[src/rtl/mant_align_seq_pkg.sv]
// Shared constants for the mantissa alignment block: FSM encoding and default sizes.
// Combinational definitions only; no latency, no flow control.
// Imported by the interface, the step shifter and the top.
package mant_align_pkg;
    localparam logic [1:0] IDLE  = 2'b00;
    localparam logic [1:0] SHIFT = 2'b01;
    localparam logic [1:0] DONE  = 2'b10;

    localparam int DEF_WIDTH = 24;
    localparam int DEF_STEP  = 4;
endpackage

[src/rtl/mant_align_seq_if.sv]
// Request/result bundle for mant_align_seq: valid/ready request in, valid/ready result out.
// Pure wiring; no latency.
// Backpressure is carried by in_ready/out_ready.
interface mant_align_seq_if
    import mant_align_pkg::*;
#(
    parameter int WIDTH = DEF_WIDTH
);
    logic             in_valid;
    logic             in_ready;
    logic [WIDTH-1:0] a;
    logic [31:0]      sel;
    logic             out_valid;
    logic             out_ready;
    logic [WIDTH-1:0] y;
    logic             sticky;
    logic             busy;

    modport master (
        output in_valid, a, sel, out_ready,
        input  in_ready, out_valid, y, sticky, busy
    );

    modport slave (
        input  in_valid, a, sel, out_ready,
        output in_ready, out_valid, y, sticky, busy
    );
endinterface

[src/rtl/mant_step_shifter.sv]
// One alignment step: right-shift by 0..STEP and OR the discarded bits into a sticky bit.
// Latency 0 (combinational).
// No flow control.
module mant_step_shifter
    import mant_align_pkg::*;
#(
    parameter int WIDTH = DEF_WIDTH,
    parameter int STEP  = DEF_STEP,
    localparam int AW   = $clog2(STEP + 1)
) (
    input  logic [WIDTH-1:0] vec,
    input  logic [AW-1:0]    amt,
    output logic [WIDTH-1:0] vec_shifted,
    output logic             sticky_bit
);
    logic [WIDTH-1:0] lost_mask;

    always_comb begin
        lost_mask   = ~({WIDTH{1'b1}} << amt);
        vec_shifted = vec >> amt;
        sticky_bit  = |(vec & lost_mask);
    end
endmodule

[src/rtl/mant_align_seq.sv]
// Sequential mantissa right-aligner: shifts {1,frac} by sel at most STEP bits per cycle, tracks sticky.
// Latency 1 + ceil(sel/STEP) cycles for 0 <= sel < WIDTH; 1 cycle for negative or oversize sel.
// Accepts only in IDLE; result held in DONE until out_ready, no same-cycle re-accept.
module mant_align_seq
    import mant_align_pkg::*;
#(
    parameter int WIDTH = DEF_WIDTH,
    parameter int STEP  = DEF_STEP
) (
    input  logic               clk,
    input  logic               rst,
    mant_align_seq_if.slave    io
);
    localparam int AW = $clog2(STEP + 1);

    logic [1:0]       state;
    logic [31:0]      rem;
    logic [WIDTH-1:0] y_q;
    logic             sticky_q;

    logic [WIDTH-1:0] m_load;
    logic             unused_hidden;
    logic             sel_neg;
    logic             sel_big;
    logic [AW-1:0]    step_amt;
    logic [WIDTH-1:0] step_y;
    logic             step_sticky;

    // The operand's top bit is replaced by the implicit hidden one.
    assign m_load        = {1'b1, io.a[WIDTH-2:0]};
    assign unused_hidden = io.a[WIDTH-1];

    assign sel_neg = $signed(io.sel) < 0;
    assign sel_big = $signed(io.sel) >= $signed(32'(WIDTH));

    // rem never exceeds WIDTH-1 while shifting, so the narrow slice is exact when rem < STEP.
    assign step_amt = (rem < 32'(STEP)) ? rem[AW-1:0] : AW'(STEP);

    mant_step_shifter #(
        .WIDTH (WIDTH),
        .STEP  (STEP)
    ) u_step (
        .vec         (y_q),
        .amt         (step_amt),
        .vec_shifted (step_y),
        .sticky_bit  (step_sticky)
    );

    always_ff @(posedge clk) begin
        if (rst) begin
            state    <= IDLE;
            rem      <= '0;
            y_q      <= '0;
            sticky_q <= 1'b0;
        end else begin
            case (state)
                IDLE: begin
                    if (io.in_valid) begin
                        y_q      <= m_load;
                        rem      <= io.sel;
                        sticky_q <= 1'b0;
                        if (sel_neg || io.sel == 32'd0) begin
                            state <= DONE;
                        end else if (sel_big) begin
                            y_q      <= '0;
                            sticky_q <= 1'b1;
                            state    <= DONE;
                        end else begin
                            state <= SHIFT;
                        end
                    end
                end
                SHIFT: begin
                    y_q      <= step_y;
                    sticky_q <= sticky_q | step_sticky;
                    rem      <= rem - 32'(step_amt);
                    if (rem == 32'(step_amt)) begin
                        state <= DONE;
                    end
                end
                DONE: begin
                    if (io.out_ready) begin
                        state <= IDLE;
                    end
                end
                default: state <= IDLE;
            endcase
        end
    end

    assign io.in_ready  = (state == IDLE);
    assign io.out_valid = (state == DONE);
    assign io.busy      = (state != IDLE);
    assign io.y         = y_q;
    assign io.sticky    = sticky_q;
endmodule

[src/flat_wrapper.sv]
// flat-port wrapper written by rule: the top's interface ports become plain ports
module mant_align_seq_flat import mant_align_pkg::*;
#(
    parameter int WIDTH = DEF_WIDTH,
    parameter int STEP  = DEF_STEP
)
  (clk, rst, io_in_valid, io_a, io_sel, io_out_ready, io_in_ready, io_out_valid, io_y, io_sticky, io_busy);
  mant_align_seq_if #(.WIDTH(WIDTH)) io_i ();
  input  logic clk;
  input  logic rst;
  input wire logic [$bits(io_i.in_valid)-1:0] io_in_valid;
  input wire logic [$bits(io_i.a)-1:0] io_a;
  input wire logic [$bits(io_i.sel)-1:0] io_sel;
  input wire logic [$bits(io_i.out_ready)-1:0] io_out_ready;
  output wire logic [$bits(io_i.in_ready)-1:0] io_in_ready;
  output wire logic [$bits(io_i.out_valid)-1:0] io_out_valid;
  output wire logic [$bits(io_i.y)-1:0] io_y;
  output wire logic [$bits(io_i.sticky)-1:0] io_sticky;
  output wire logic [$bits(io_i.busy)-1:0] io_busy;
  assign io_i.in_valid = io_in_valid;
  assign io_i.a = io_a;
  assign io_i.sel = io_sel;
  assign io_i.out_ready = io_out_ready;
  assign io_in_ready = io_i.in_ready;
  assign io_out_valid = io_i.out_valid;
  assign io_y = io_i.y;
  assign io_sticky = io_i.sticky;
  assign io_busy = io_i.busy;
  mant_align_seq #(.WIDTH(WIDTH), .STEP(STEP)) u_core (.clk(clk), .rst(rst), .io(io_i));
endmodule
[config.mk]
export PLATFORM = sky130hd
export DESIGN_NAME = mant_align_seq_flat
export DESIGN_NICKNAME = d
export VERILOG_FILES = /design/src/rtl/mant_align_seq_pkg.sv /design/src/rtl/mant_align_seq_if.sv /design/src/rtl/mant_step_shifter.sv /design/src/rtl/mant_align_seq.sv /design/src/flat_wrapper.sv
export SDC_FILE = /design/constraint.sdc
export NUM_CORES = 1
export LEC_CHECK = 0
export ABC_AREA = 0
export BUFFER_PORTS_ARGS = -buffer_cell sky130_fd_sc_hd__buf_2
export CAP_MARGIN = 30
export CORE_ASPECT_RATIO = 2
export CORE_MARGIN = 4
export CORE_UTILIZATION = 61
export DETAILED_ROUTE_END_ITERATION = 7
export GPL_ROUTABILITY_DRIVEN = 1
export PLACE_DENSITY = 0.87
export SETUP_SLACK_MARGIN = 0.15
export SYNTH_ARGS = -nofsm -noshare
export SYNTH_HDL_FRONTEND = slang
export SYNTH_HIERARCHICAL = 1
export SYNTH_SLANG_ARGS = --single-unit
[constraint.sdc]
create_clock -name clk -period 6.8 [get_ports clk]
set_input_delay 0.34 -clock clk [delete_from_list [all_inputs] [get_ports clk]]
set_output_delay 0.34 -clock clk [all_outputs]
set_load 0.01 [all_outputs]
After elaboration in Yosys (flattened, before gate mapping)
Cells that the tools add are included.

$add $sub $neg: 1. Multipliers: 0. Divide/modulo/power cells: 0. Magnitude comparators: 3. Equality and inequality tests: 6. Shifts and indexed selects: 2. Multiplexer cells: 17. Bitwise gates (word level): 3. Reduce and logical (&&, ||, !) cells: 8.

Operators by type and width (number): two-way mux 24 bit (3); one-hot mux 32 bit (2 select lines) (1); one-hot mux 24 bit (2 select lines) (1); equality test 32 x 3 -> 1 bit (1); greater-or-equal comparator 32 x 6 -> 1 bit, second input constant (1); logical NOT 32 bit (1); less-than comparator 32 x 1 -> 1 bit, second input constant (1); less-than comparator 32 x 3 -> 1 bit, second input constant (1); two-way mux 32 bit (1); subtractor 32 x 3 -> 32 bit (1); AND 24 bit (1); NOT 24 bit (1); OR reduction 24 bit (1); left shift 24 x 3 -> 24 bit, first input constant (1); right shift 24 x 3 -> 24 bit (1); two-way mux 2 bit (5); one-hot mux 2 bit (3 select lines) (1); != test 2 bit, second input constant (2); nonzero test 2 bit (2); two-way mux 1 bit (3); two-way mux 3 bit (1); AND reduction 3 bit (1); equality test 2 x 1 -> 1 bit, second input constant (1); equality test 2 bit, second input constant (1); other kinds (6) (6).

Register bits: 59. Bits in latches: 0. Bits in writable memories: 0. Memory bits (read-only): 0. Input port bits: 60. Output and inout bits: 28. Word-level logic and storage cells: 44. Memories kept: 0.

Depth between registers and ports, before layout
Word-level depth: 8. Depth in mapped cells: 13. Gate-level depth less buffers: 12.

Modules after synthesis
Netlist, hierarchy kept.

Modules (own cells, without submodules): mant_align_seq (times used 1, cells each 458, area an instance 3510.9 um2, seq. area each 1181.1 um2); mant_step_shifter (times used 1, cells each 94, area an instance 904.6 um2, seq. area each 0.0 um2).

Worst setup path after synthesis
Ideal clock, no wire load.

Path kind: reg-to-reg. From: register u_core.rem[10]. To: register u_core.y_q[9] (netlist: u_core/io.y[9]). Library setup time: 0.132 ns. Arrival time: 3.185 ns. Required time: 6.668 ns. Path slack: 3.483 ns. Stages on the path, launching flop included: 13. Buffers on the path: 2. Clock period less this slack: 3.317 ns. Cells stage by stage: dfxtp_1 -> clkbuf_1 -> or4_1 -> nor4_4 -> nand3_1 -> nor2_1 -> and2_1 -> buf_6 -> mux2_4 -> mux2i_1 -> mux2i_1 -> a221oi_1 -> nor3_1.

Word-level cells in the longest chain between the ends: 4.

Ends and longest elaborated chain: start: declaration (line mant_align_seq.sv:17) `logic [31:0] rem;`; start signal: assignment (line mant_align_seq.sv:60) `rem <= io.sel;`; start signal: assignment (line mant_align_seq.sv:76) `rem <= rem - 32'(step_amt);`; less-than comparator 32 x 3 -> 1 bit (line mant_align_seq.sv:37) `assign step_amt = (rem < 32'(STEP)) ? rem[AW-1:0] : AW'(STEP);`; two-way mux 3 bit (line mant_align_seq.sv:37); named net u_core.step_amt[1] (line mant_align_seq.sv:25) `logic [AW-1:0] step_amt;`; right shift 24 x 3 -> 24 bit (line mant_step_shifter.sv:20) `vec_shifted = vec >> amt;`; named net u_core.step_y[9] (line mant_align_seq.sv:26) `logic [WIDTH-1:0] step_y;`; one-hot mux 24 bit (2 select lines) (line mant_align_seq.sv:56) `case (state)`; end signal: assignment (line mant_align_seq.sv:59) `y_q <= m_load;`; end signal: assignment (line mant_align_seq.sv:74) `y_q <= step_y;`; end: declaration (line mant_align_seq.sv:18) `logic [WIDTH-1:0] y_q;`.

The timed path passes the listed nets, and every way through them passes these cells. A chain may end at the register's enable or synchronous reset.

Worst setup path after layout
From: register u_core.rem[16]. To: register u_core.y_q[9] (netlist: u_core/io.y[9]).

Same word-level chain as after synthesis.

==> out/qor_table.md <==
| Parameter | Value |
| --- | --- |
| Flip-flop and latch count after synthesis | 59 |
| DRT iter0 DRCs | 764 |
| Cts repair resizes | 0 |
| Detailed-router iteration count before antenna repair | 5 |
| Maximum fanout count along the critical path | 15 |
| Net Count, Synth | 613 |
| Setup clock skew after layout | 3.691 ps |
| Post-DR vias/cell | 7.007 |
| Initial core utilization | 63.13% |
| Clock latency of the later-clocked register in the worst-skew pair | 330 ps |
| Leakage | 2.107 nW |
| Setup repair after global routing missed its margin | false |
| Clock tree sinks | 59 |
| Worst Setup Start Kind | register |
| Number of instances in the synthesized netlist | 552 |
| Primary FF master, synth | dfxtp_1 |
| Post-synth ARST share | 0% |
| Worst path required time | 6990 ps |
| Buffer cell driving the clock tree root | clkbuf_16 |
| TritonCTS buffer count | 9 |
| WL final | 14.43 mm |
| CTS Hold Buffers Added | 0 |
| X dimension of the die | 68.16 um |
| Die height | 128.3 um |
| Die ar. | 0.008746 mm^2 |
| Via count of the first global-routing pass | 4752 |
| Number of synthesized flops with an enable pin | 0 |
| Placer congestion estimate | 0.9619 |
| Global Route Usage Sum | 34.36% |
| Proportion of layout cells with a drive suffix above 1 | 24.07% |
| TritonCTS clock tree | built |
| Worst hold path class | primary input to register |
| Hpwl dp | 9.940 mm |
| Core Footprint | 0.006994 mm^2 |
| Clock period minus final worst setup slack | 4669 ps |
| # DRC | 0 |
| Synth-to-layout area growth | 16.04% |
| Highest Clock Rate | 214.2 MHz |
| Number of distinct library cells after synthesis | 65 |
| Classification of the worst setup path | register to register |
| Antenna diode instance count | 0 |
| Antenna violations before repair | 0 |
| Wire length per cell after detailed routing | 20.46 um |
| Largest net degree at the start of global routing | 59 |
| Clk pin slew, worst setup/hold paths | 50 ps |
| Nets | 671 |
| Number of maximum-capacitance constraint violations | 0 |
| First-pass GRT wire length | 23.00 mm |
| Synthesized area | 0.004415 mm^2 |
| Maximum number of buffers from clock root to sink | 2 |
| Sequential share of the synthesized area | 26.75% |
| Final sum of negative setup slack | 0 ps |
| Endpoint type of the worst setup path | register |
| Detailed-route via count | 4940 |
| Final setup violation count | 0 |
| Relative slew slack | 34.29% |
| Total area of multi-input combinational cells | 0.003019 mm^2 |
| Number of core rows | 43 |
| Worst EP arrival | 4860 ps |
| IO Port Bufs | 86 |
| Sequential cell area | 0.001182 mm^2 |
| Total power | 1.147 mW |
| Number of buffers inserted by post-CTS setup repair | 0 |
| Post-route antenna net violation count | 0 |
| Total gr overflow | 0 |
| Power density normalized to cell area | 223.9 mW/mm^2 |
| Number of filler cells placed in the layout | 532 |
| Maximum level of the CTS H-tree | 3 |
| Number of I/O pins | 88 |
| Number of pins with negative max-slew slack in the final report | 0 |
| Fin crit share | 68.66% |
| Slew of the pin with the lowest slew margin | 985.6 ps |
| Run status | completed |
| Max rail drop VDD | 144.8 uV |
| Synth warnings | 6 |
| Final-report hold violation count | 0 |
| Average cell area after synthesis | 7.999 um^2 |
-- placed cells by master (no fill, tap or decap), types with 6 or more instances in the layout --
master	netlist	layout
a31oi_1	6	6
nor3_1	44	44
dfxtp_1	59	58
a221oi_1	26	26
or3_1	9	9
nand2_1	32	32
nor4_1	16	16
o221ai_1	7	7
nor2b_1	8	8
nor2_1	80	79
buf_4	4	6
o21ai_0	22	21
a21oi_1	33	33
clkbuf_16	0	9
buf_2	2	86
a211oi_1	8	8
mux2_4	18	18
mux2i_1	37	37
or4_1	7	7
-- worst max-delay path: stages, from the launching register on --
cell and delay, ps:
dfxtp_1 380, or4_1 640, nor4_1 700, nand3_1 310, nor2_1 240, and2_1 770
inv_2 370, mux2i_1 520, mux2i_1 160, a221oi_1 340, nor3_1 80
-- power by group --
part,switching (mW),internal [mW],total [mW]
combinational,0.154,0.111,0.264
sequential,0.0425,0.375,0.418
clock,0.152,0.314,0.465
-- metrics by stage --
stage	hold WS, ps	std cells	worst slack [ps]	area [um^2]	util [%]
5_1_grt	329.3	705	1835	5124	73.26
2_1_floorplan	450.0	552	3483	4415	-
6_report	290.0	705	2131	5124	73.26
4_1_cts	273.2	705	2263	5124	73.26
3_3_place_gp	465.2	689	2498	4816	68.86
3_5_place_dp	473.1	689	2287	4816	68.86
-- routing by layer --
layer	wire, um	track usage, %
met1	4939	36.77
met2	7428	57.62
met4	954	24.97
met5	0	0
met3	1103	6.491
-- flip-flops by register name (all words and copies together), names as in the netlist --
| signal | flops |
|---|---|
| u_core/io.sticky | 1 |
| u_core/io.y | 24 |
| u_core/state | 2 |
| u_core/rem | 32 |
-- worst paths after layout --
kind,startpoint,to,slack [ps],cells after the start
max,u_core/rem[16]$_SDFFE_PP0P_,u_core/io.y[9]$_SDFFE_PP0P_,2130,10
min,io_sel[0],u_core/rem[0]$_SDFFE_PP0P_,290,3
max reg2reg,u_core/rem[16]$_SDFFE_PP0P_,u_core/io.y[9]$_SDFFE_PP0P_,2130,10
min reg2reg,u_core/rem[1]$_SDFFE_PP0P_,u_core/rem[1]$_SDFFE_PP0P_,480,2
-- cell usage after synthesis (6+ instances only) --
master	n	area share [%]
dfxtp_1	59	27
mux2_4	18	6.1
mux2i_1	37	8.4
o221ai_1	7	1.4
a31oi_1	6	0.85
clkbuf_1	34	2.9
or3_1	9	1.3
a211oi_1	8	1.4
nor4_1	16	2.3
nor3_1	44	5.0
or4_1	7	1.2
nand2_1	32	2.7
a21oi_1	33	3.7
nor2b_1	8	1.1
nor2_1	80	6.8
a221oi_1	26	5.2
o21ai_0	22	2.5
-- layout make-up --
class / instances / area share [%]
multi-input combinational: 441 / 58.93
sequential: 59 / 23.08
timing repair buffer: 92 / 9.280
clock buffer: 15 / 5.421
tap: 90 / 2.198
clock inverter: 1 / 0.5861
inverter: 7 / 0.5128
-- logic make-up after synthesis --
family / after synthesis / synth area share (%)
compound gates: 148 / 23.89
mux: 63 / 17.82
xor+xnor: 5 / 0.9917
fa+ha+maj: 1 / 0.2833
other cells: 1 / 0.08493
flops: 59 / 26.75
simple gates: 223 / 24.99
buf+inv: 52 / 5.186
(Power assumes the default switching activity.)
